**src/rtl/alu_sequencer.sv**
```systemverilog
// alu_sequencer: single-request sequencer for a shared ADD/MUL/DIV/NAND datapath.
// Accepts one request at a time, drives registered operands to the external
// adder/divider/multiplier, captures the result and offers it on a
// valid/ready response channel.
// Optional feature: define ALU_SEQ_TIMEOUT_EN to add a multiplier watchdog that
// ends a stuck multiply after MUL_TIMEOUT cycles with rsp_err = 1.
module alu_sequencer #(
  parameter int MUL_TIMEOUT = 64
) (
  input  logic        clk,
  input  logic        reset,
  input  logic        req_valid,
  output logic        req_ready,
  input  logic [1:0]  req_op,
  input  logic [31:0] req_a,
  input  logic [31:0] req_b,
  output logic        rsp_valid,
  input  logic        rsp_ready,
  output logic [31:0] rsp_data,
  output logic        rsp_err,
  output logic [31:0] op_a,
  output logic [31:0] op_b,
  input  logic [31:0] add_sum,
  input  logic [31:0] div_q,
  input  logic [31:0] mul_lo,
  input  logic        mul_finished,
  output logic        mul_reset,
  output logic [15:0] op_count
);

  typedef enum logic [2:0] {
    IDLE,
    EXEC,
    MUL_LOAD,
    MUL_RUN,
    DONE
  } state_t;

  typedef enum logic [1:0] {
    OP_ADD  = 2'b00,
    OP_MUL  = 2'b01,
    OP_DIV  = 2'b10,
    OP_NAND = 2'b11
  } opcode_t;

  // The watchdog counter is 16 bits wide, so the limit must fit in it.
  if (MUL_TIMEOUT < 2 || MUL_TIMEOUT > 65535) begin : g_bad_timeout
    $error("alu_sequencer: MUL_TIMEOUT must be in 2..65535");
  end

  state_t      state;
  state_t      state_next;
  opcode_t     opcode;
  logic        accept;
  logic        capture;
  logic [31:0] cap_data;
  logic        cap_err;
  logic        rsp_hs;

`ifdef ALU_SEQ_TIMEOUT_EN
  localparam logic [15:0] TMO_LAST = 16'(MUL_TIMEOUT - 1);
  logic [15:0] wd_cnt;
  logic        wd_clear;
  logic        wd_inc;
`endif

  // State register; reset drops any operation in flight back to IDLE.
  always_ff @(posedge clk or negedge reset) begin
    if (!reset) state <= IDLE;
    else        state <= state_next;
  end

  // Next-state decode, handshake outputs and result selection.
  always_comb begin
    state_next = state;
    req_ready  = 1'b0;
    rsp_valid  = 1'b0;
    mul_reset  = 1'b1;
    accept     = 1'b0;
    capture    = 1'b0;
    cap_data   = '0;
    cap_err    = 1'b0;
    rsp_hs     = 1'b0;
`ifdef ALU_SEQ_TIMEOUT_EN
    wd_clear   = 1'b0;
    wd_inc     = 1'b0;
`endif
    case (state)
      IDLE: begin
        req_ready = 1'b1;
        if (req_valid) begin
          accept     = 1'b1;
          state_next = (opcode_t'(req_op) == OP_MUL) ? MUL_LOAD : EXEC;
        end
      end
      EXEC: begin
        capture    = 1'b1;
        state_next = DONE;
        case (opcode)
          OP_ADD:  cap_data = add_sum;
          OP_DIV: begin
            if (op_b == 32'd0) begin
              cap_data = '0;
              cap_err  = 1'b1;
            end else begin
              cap_data = div_q;
            end
          end
          OP_NAND: cap_data = ~(op_a & op_b);
          default: cap_data = '0;
        endcase
      end
      MUL_LOAD: begin
        state_next = MUL_RUN;
`ifdef ALU_SEQ_TIMEOUT_EN
        wd_clear   = 1'b1;
`endif
      end
      MUL_RUN: begin
        mul_reset = 1'b0;
        if (mul_finished) begin
          capture    = 1'b1;
          cap_data   = mul_lo;
          state_next = DONE;
        end
`ifdef ALU_SEQ_TIMEOUT_EN
        else if (wd_cnt == TMO_LAST) begin
          capture    = 1'b1;
          cap_data   = '0;
          cap_err    = 1'b1;
          state_next = DONE;
        end else begin
          wd_inc = 1'b1;
        end
`endif
      end
      DONE: begin
        rsp_valid = 1'b1;
        if (rsp_ready) begin
          rsp_hs     = 1'b1;
          state_next = IDLE;
        end
      end
      default: state_next = IDLE;
    endcase
  end

  // Operand/opcode latch, response capture and completed-response counter.
  always_ff @(posedge clk or negedge reset) begin
    if (!reset) begin
      op_a     <= '0;
      op_b     <= '0;
      opcode   <= OP_ADD;
      rsp_data <= '0;
      rsp_err  <= 1'b0;
      op_count <= '0;
    end else begin
      if (accept) begin
        op_a   <= req_a;
        op_b   <= req_b;
        opcode <= opcode_t'(req_op);
      end
      if (capture) begin
        rsp_data <= cap_data;
        rsp_err  <= cap_err;
      end
      if (rsp_hs) op_count <= op_count + 16'd1;
    end
  end

`ifdef ALU_SEQ_TIMEOUT_EN
  // Watchdog: counts MUL_RUN cycles, restarted by each pass through MUL_LOAD.
  always_ff @(posedge clk or negedge reset) begin
    if (!reset)        wd_cnt <= '0;
    else if (wd_clear) wd_cnt <= '0;
    else if (wd_inc)   wd_cnt <= wd_cnt + 16'd1;
  end
`endif

endmodule

```
**config.mk**
```make
export PLATFORM = sky130hd
export DESIGN_NAME = alu_sequencer
export DESIGN_NICKNAME = d
export VERILOG_FILES = /design/src/rtl/alu_sequencer.sv
export SDC_FILE = /design/constraint.sdc
export NUM_CORES = 1
export LEC_CHECK = 0
export ABC_AREA = 1
export BUFFER_PORTS_ARGS = -buffer_cell sky130_fd_sc_hd__buf_2
export CAP_MARGIN = 20
export CORE_MARGIN = 1
export CORE_UTILIZATION = 43
export CTS_CLUSTER_DIAMETER = 30
export DETAILED_ROUTE_END_ITERATION = 7
export GPL_TIMING_DRIVEN = 0
export PLACE_DENSITY_LB_ADDON = 0.12
export SYNTH_ARGS = -nofsm -noshare
export SYNTH_HDL_FRONTEND = slang
export SYNTH_SLANG_ARGS = --single-unit
```
**constraint.sdc**
```tcl
create_clock -name clk -period 1.35 [get_ports clk]
set_input_delay 0.0675 -clock clk [delete_from_list [all_inputs] [get_ports clk]]
set_output_delay 0.0675 -clock clk [all_outputs]
set_load 0.05 [all_outputs]
```
Word level (Yosys, flattened, before mapping)
Index checks and enable logic that the tools add are counted.
- add/sub/neg operators: 1
- shift-type cells: 0
- div/mod/pow operators: 0
- equality and inequality tests: 10
- order comparisons: 0
- reductions and logical operators: 4
- $mul: 0
- bitwise gates (word level): 2
- muxes and demuxes: 21
- operator list (operator ; count):
    one-hot mux 32 bit (3 select lines) ; 1
    two-way mux 32 bit ; 2
    one-hot mux 32 bit (2 select lines) ; 1
    AND 32 bit ; 1
    zero test 32 bit ; 1
    inverter 32 bit ; 1
    adder 16 x 1 -> 16 bit, second input constant ; 1
    one-hot mux 3 bit (5 select lines) ; 1
    two-way mux 1 bit ; 11
    two-way mux 3 bit ; 3
    == test 3 x 2 -> 1 bit, second input constant ; 2
    != test 2 bit, second input constant ; 3
    == test 2 bit, second input constant ; 2
    == test 3 x 1 -> 1 bit, second input constant ; 1
    == test 3 bit, second input constant ; 1
    zero test 3 bit ; 1
    AND reduction 3 bit ; 1
    == test 2 x 1 -> 1 bit, second input constant ; 1
    zero test 2 bit ; 1
    two-way mux 2 bit ; 1
    one-hot mux 1 bit (2 select lines) ; 1
- word-level logic and storage cells: 45
- bits in writable memories: 0
- memory bits (read-only): 0
- register bits after elaboration: 118
- output and inout bits: 116
- memories: 0
- latch bits: 0

Longest topological paths before layout
- word-level depth: 4
- depth in mapped cells: 10

Worst setup path before layout
OpenSTA, ideal clock, no wires.
- kind: reg-to-reg
- start: register op_count[0]
- end: register op_count[11]
- stages on the path, launching flop included: 10
- setup time: 0.120 ns
- period minus slack after synthesis: 1.578 ns
- path slack: -0.228 ns
- arrival: 1.459 ns
- required time: 1.230 ns
- cells stage by stage: dfrtp_1 nand2_1 nor2_1 nand2_2 nor2_4 nand2_2 nor2_2 nand2_1 nand2_1 nand2_1
- longest elaborated chain between the ends: 1
- ends and longest elaborated chain (item ; line ; text):
    from (decl) ; 28 ; output logic [15:0] op_count
    from (signal assigned) ; 167 ; if (rsp_hs) op_count <= op_count + 16'd1;
    adder 16 x 1 -> 16 bit ; 167 ;
Every way passes these cells.
A chain may end at the register's enable or synchronous reset.

Worst setup path after layout
- start: register op_b[8]
- end: register rsp_data[7]
- longest elaborated chain between the ends: 4
- ends and longest elaborated chain (item ; line ; text):
    from (decl) ; 22 ; output logic [31:0] op_b,
    from (signal assigned) ; 160 ; op_b <= req_b;
    zero test 32 bit ; 102 ; if (op_b == 32'd0) begin
    two-way mux 32 bit ; 102 ;
    one-hot mux 32 bit (3 select lines) ; 99 ; case (opcode)
    one-hot mux 32 bit (2 select lines) ; 88 ; case (state)
    to (signal assigned) ; 164 ; rsp_data <= cap_data;
    to (decl) ; 19 ; output logic [31:0] rsp_data,
Every way passes these cells.

==> results by group <==
Synth
  • Yosys Warn Count: 0
  • Asr flop ratio synth: 1.000
  • EDFF count, synth: 0
  • Post-Syn Area: 6376 um^2
  • Syn_nets: 1,048
  • Synthesized instance count: 880
  • #FFs+latches synth: 118
  • Synth cell count leaders: inv_1, nand2_1, nor2_1
  • Synth top area share: 0.4631
  • Syn avg cell area: 7.246 um^2
  • Area leader, netlist: dfrtp_1
  • Post-synth cell types: 29
  • Most frequent cell after synthesis: inv_1
  • Synth area leaders: dfrtp_1, inv_1, nand2_1
  • Top FF cell, synth: dfrtp_1
  • Post-synthesis sequential area ratio: 0.4631

Min path
  • Hold_sp: mul_finished
  • Worst Hold Class: in -> reg
  • Hold depth: 3
  • Worst Hold End: rsp_data[10]$_DFFE_PN0P_

Critical path
  • CP top delay family: simple AND/OR/NAND/NOR gates
  • CP most frequent cell: nand2_1
  • Worst path arrival time: 1.88 ns
  • Crit path largest cell delay: 0.41 ns
  • Critical R2R Launch: op_b[8]$_DFFE_PN0P_
  • Worst path required time: 1.66 ns
  • Crit Path Class: reg -> reg
  • CP endpoint kind: flop
  • Max FO, Critical Path: 7
  • CP max stage cell: dfrtp_2
  • CP Buf/Inv Count: 1
  • Crit path cell chain: nor2_2, nand2_1, nor2_4, nand2_4, clkbuf_8, o21ai_2, nand2_1, nand2_1, nand3_1
  • R2R setup slack: -0.22 ns
  • CP startpoint kind: flop
  • Critical path launch point: op_b[8]$_DFFE_PN0P_
  • R2R depth: 9
  • Reg2reg end: rsp_data[7]$_DFFE_PN0P_

Timing
  • Fin crit share: 1.164
  • Total Neg Setup Slack: -12.35 ns
  • RSZ-0062 raised after global routing: yes
  • Slew @ Worst Pin: 0.4823 ns
  • WHS: 0.02143 ns
  • Clock Skews: 0.007245 ns
  • Final WS setup: -0.2211 ns
  • Final min period: 1.571 ns
  • Final hold violations: 0
  • Slew Limit Fails: 0
  • Final setup fails: 108
  • F_max: 636.5 MHz
  • Max-slew headroom: 0.6785

CTS
  • Root Driver: clkbuf_16
  • CTS tree: yes
  • CTS sink count: 118
  • Htree depth: 4
  • Clk_lat worst skew: 0.43 ns
  • CTS max path bufs: 2
  • Num CTS Buffers: 17
  • Clk slew on worst S/H paths: 0.06 ns

Route
  • Iter 0 DRT Violations: 418
  • Post-DRT Antenna Nets: 0
  • Total Routed Length: 26.89 mm
  • Pre-Repair DR Iteration Count: 5
  • Wire per inst: 17.53 um
  • Vias per cell: 5.008
  • Post-route DRC: 0
  • Vias: 7,682

Cells and area
  • Area growth syn-to-layout: 82.14%
  • Fraction of layout cells with a size suffix above 1: 0.4741
  • Fill cell count: 954
  • Nets: 1,505
  • ANT cells: 0

Status
  • Status: finished with violations
  • Failing checks: negative setup slack

Floorplan
  • # rows: 44
  • Starting density of the core: 0.4404
  • Die width: 123.8 um
  • Core box area: 14,480 um^2
  • Die Span Y: 123.8 um
  • Die area: 15,320 um^2
  • Top Ports: 283

Power
  • LEAKAGE: 6.027 nW
  • VDD IR max: 0.001844 V
  • Pwr Density: 2507 nW/um^2

GRT
  • Gr ovfl total: 0
  • Largest net degree at the start of global routing: 89
  • Global-route wire length before repair: 37.17 mm
  • Initial antenna violation count: 0
  • Total track usage: 0.3258
  • Number of global-route vias before repair: 7,351

Place
  • PortBufs: 282
  • Placer Congestion: 0.8820
  • Post-DP HPWL: 15.89 mm

Flow run
  • Max_cap viols: 0
==> final cells by class <==
class / instances / area, um^2 / share of cell area
Buffer: 37 / 431.7 / 0.03717
Sequential cell: 118 / 3012 / 0.2593
Multi-Input combinational cell: 547 / 3441 / 0.2963
Timing Repair Buffer: 439 / 3202 / 0.2757
Tap cell: 184 / 230.2 / 0.01982
Clock inverter: 14 / 175.2 / 0.01508
Clock buffer: 18 / 439.2 / 0.03782
Inverter: 177 / 683.2 / 0.05882
==> stage by stage <==
stage	instances	setup slack (ns)	total power, W	util	area [um^2]
3_5_place_dp	1347	-0.3584	0.01930	0.5659	8194
4_1_cts	1513	-0.1885	0.02688	0.7535	10910
6_report	1534	-0.2211	0.02912	0.8021	11610
3_3_place_gp	1346	-1.608	0.01913	0.5636	8160
5_1_grt	1534	-0.3137	0.03048	0.8021	11610
2_1_floorplan	880	-0.09600	0.01580	-	6519
==> metal layers <==
metal	vias to the layer above	wire length, um	track usage	part of all wire
met4	0	1081	0.1611	0.040
met3	84	1780	0.06502	0.066
met2	338	13500	0.5424	0.50
met5	-	0	0	0
met1	3634	10520	0.4013	0.39
li1	3626	-	-	-
==> worst register-to-register path: stages (launching register included) <==
cell	delay (ns)
dfrtp_2	0.41
nor2_2	0.16
nand2_1	0.12
nor2_4	0.14
nand2_4	0.11
clkbuf_8	0.17
o21ai_2	0.12
nand2_1	0.07
nand2_1	0.08
nand3_1	0.07
==> how the worst max path moves through the flow <==
stage	end	slack, ns	cells after the start
after CTS	rsp_data[10]$_DFFE_PN0P_	-0.19	9
after global routing	rsp_data[24]$_DFFE_PN0P_	-0.31	9
after floorplan	rsp_data[22]$_DFFE_PN0P_	-0.1	9
after global placement	op_b[5]$_DFFE_PN0P_	-1.61	1
after detailed placement	rsp_data[7]$_DFFE_PN0P_	-0.36	9
final	rsp_data[7]$_DFFE_PN0P_	-0.22	9
==> registers in the layout (all words and copies together), names as in the netlist <==
| register | cells |
|---|---|
| op_a | 32 |
| rsp_err | 1 |
| op_count | 16 |
| rsp_data | 32 |
| opcode | 2 |
| state | 3 |
| op_b | 32 |
==> power by group <==
group | internal (W) | total [W] | switching [W]
sequential | 0.00516 | 0.00631 | 0.00115
clock | 0.00296 | 0.00478 | 0.00182
combinational | 0.00601 | 0.0180 | 0.0120
==> cell usage in the layout (no fill, tap or decap), types with 4 or more instances in the layout <==
cell type	synthesis	layout
buf_16	0	8
xnor2_1	6	6
xor2_1	7	7
dlygate4sd3_1	0	100
a21oi_4	0	6
clkinv_4	0	4
buf_8	0	11
o21ai_0	100	57
clkbuf_4	0	6
dfrtp_1	118	71
inv_1	172	169
nand3_2	0	4
dfrtp_2	0	47
clkbuf_16	0	21
buf_6	4	16
buf_12	0	12
a21oi_1	59	7
clkinvlp_4	0	4
nor2_2	2	17
o21ai_1	0	26
buf_2	17	284
nand3_1	59	55
buf_4	1	28
nand4_1	5	5
nor2_1	121	56
nand2_4	1	5
nand2_2	4	14
nand2_1	161	145
nor2_4	6	56
o21ai_2	0	17
inv_2	5	5
a21oi_2	0	46
nand2_8	0	4
==> cell families (layout without fill, tap and decap cells) <==
logic type | after synthesis | in the layout | share of synthesized area
AND/OR/NAND/NOR | 363 | 365 | 0.2416
adder cells (fa/ha/maj) | 1 | 1 | 0.001962
flip-flops | 118 | 118 | 0.4631
buffers and inverters | 217 | 685 | 0.1364
AO/OA/AOI/OAI | 162 | 162 | 0.1285
multiplexers | 6 | 6 | 0.01060
XOR/XNOR | 13 | 13 | 0.01786
==> repair_timing <==
action / CTS / global route
hold endpoints to repair: 217 / 0
endpoints found under the setup margin: 98 / 115
gates cloned: 14 / 5
hold buffers: 100 / 0
gates resized for setup: 195 / 150
pin swaps: 43 / 40
setup buffers: 21 / 20
(Power assumes the default switching activity.)
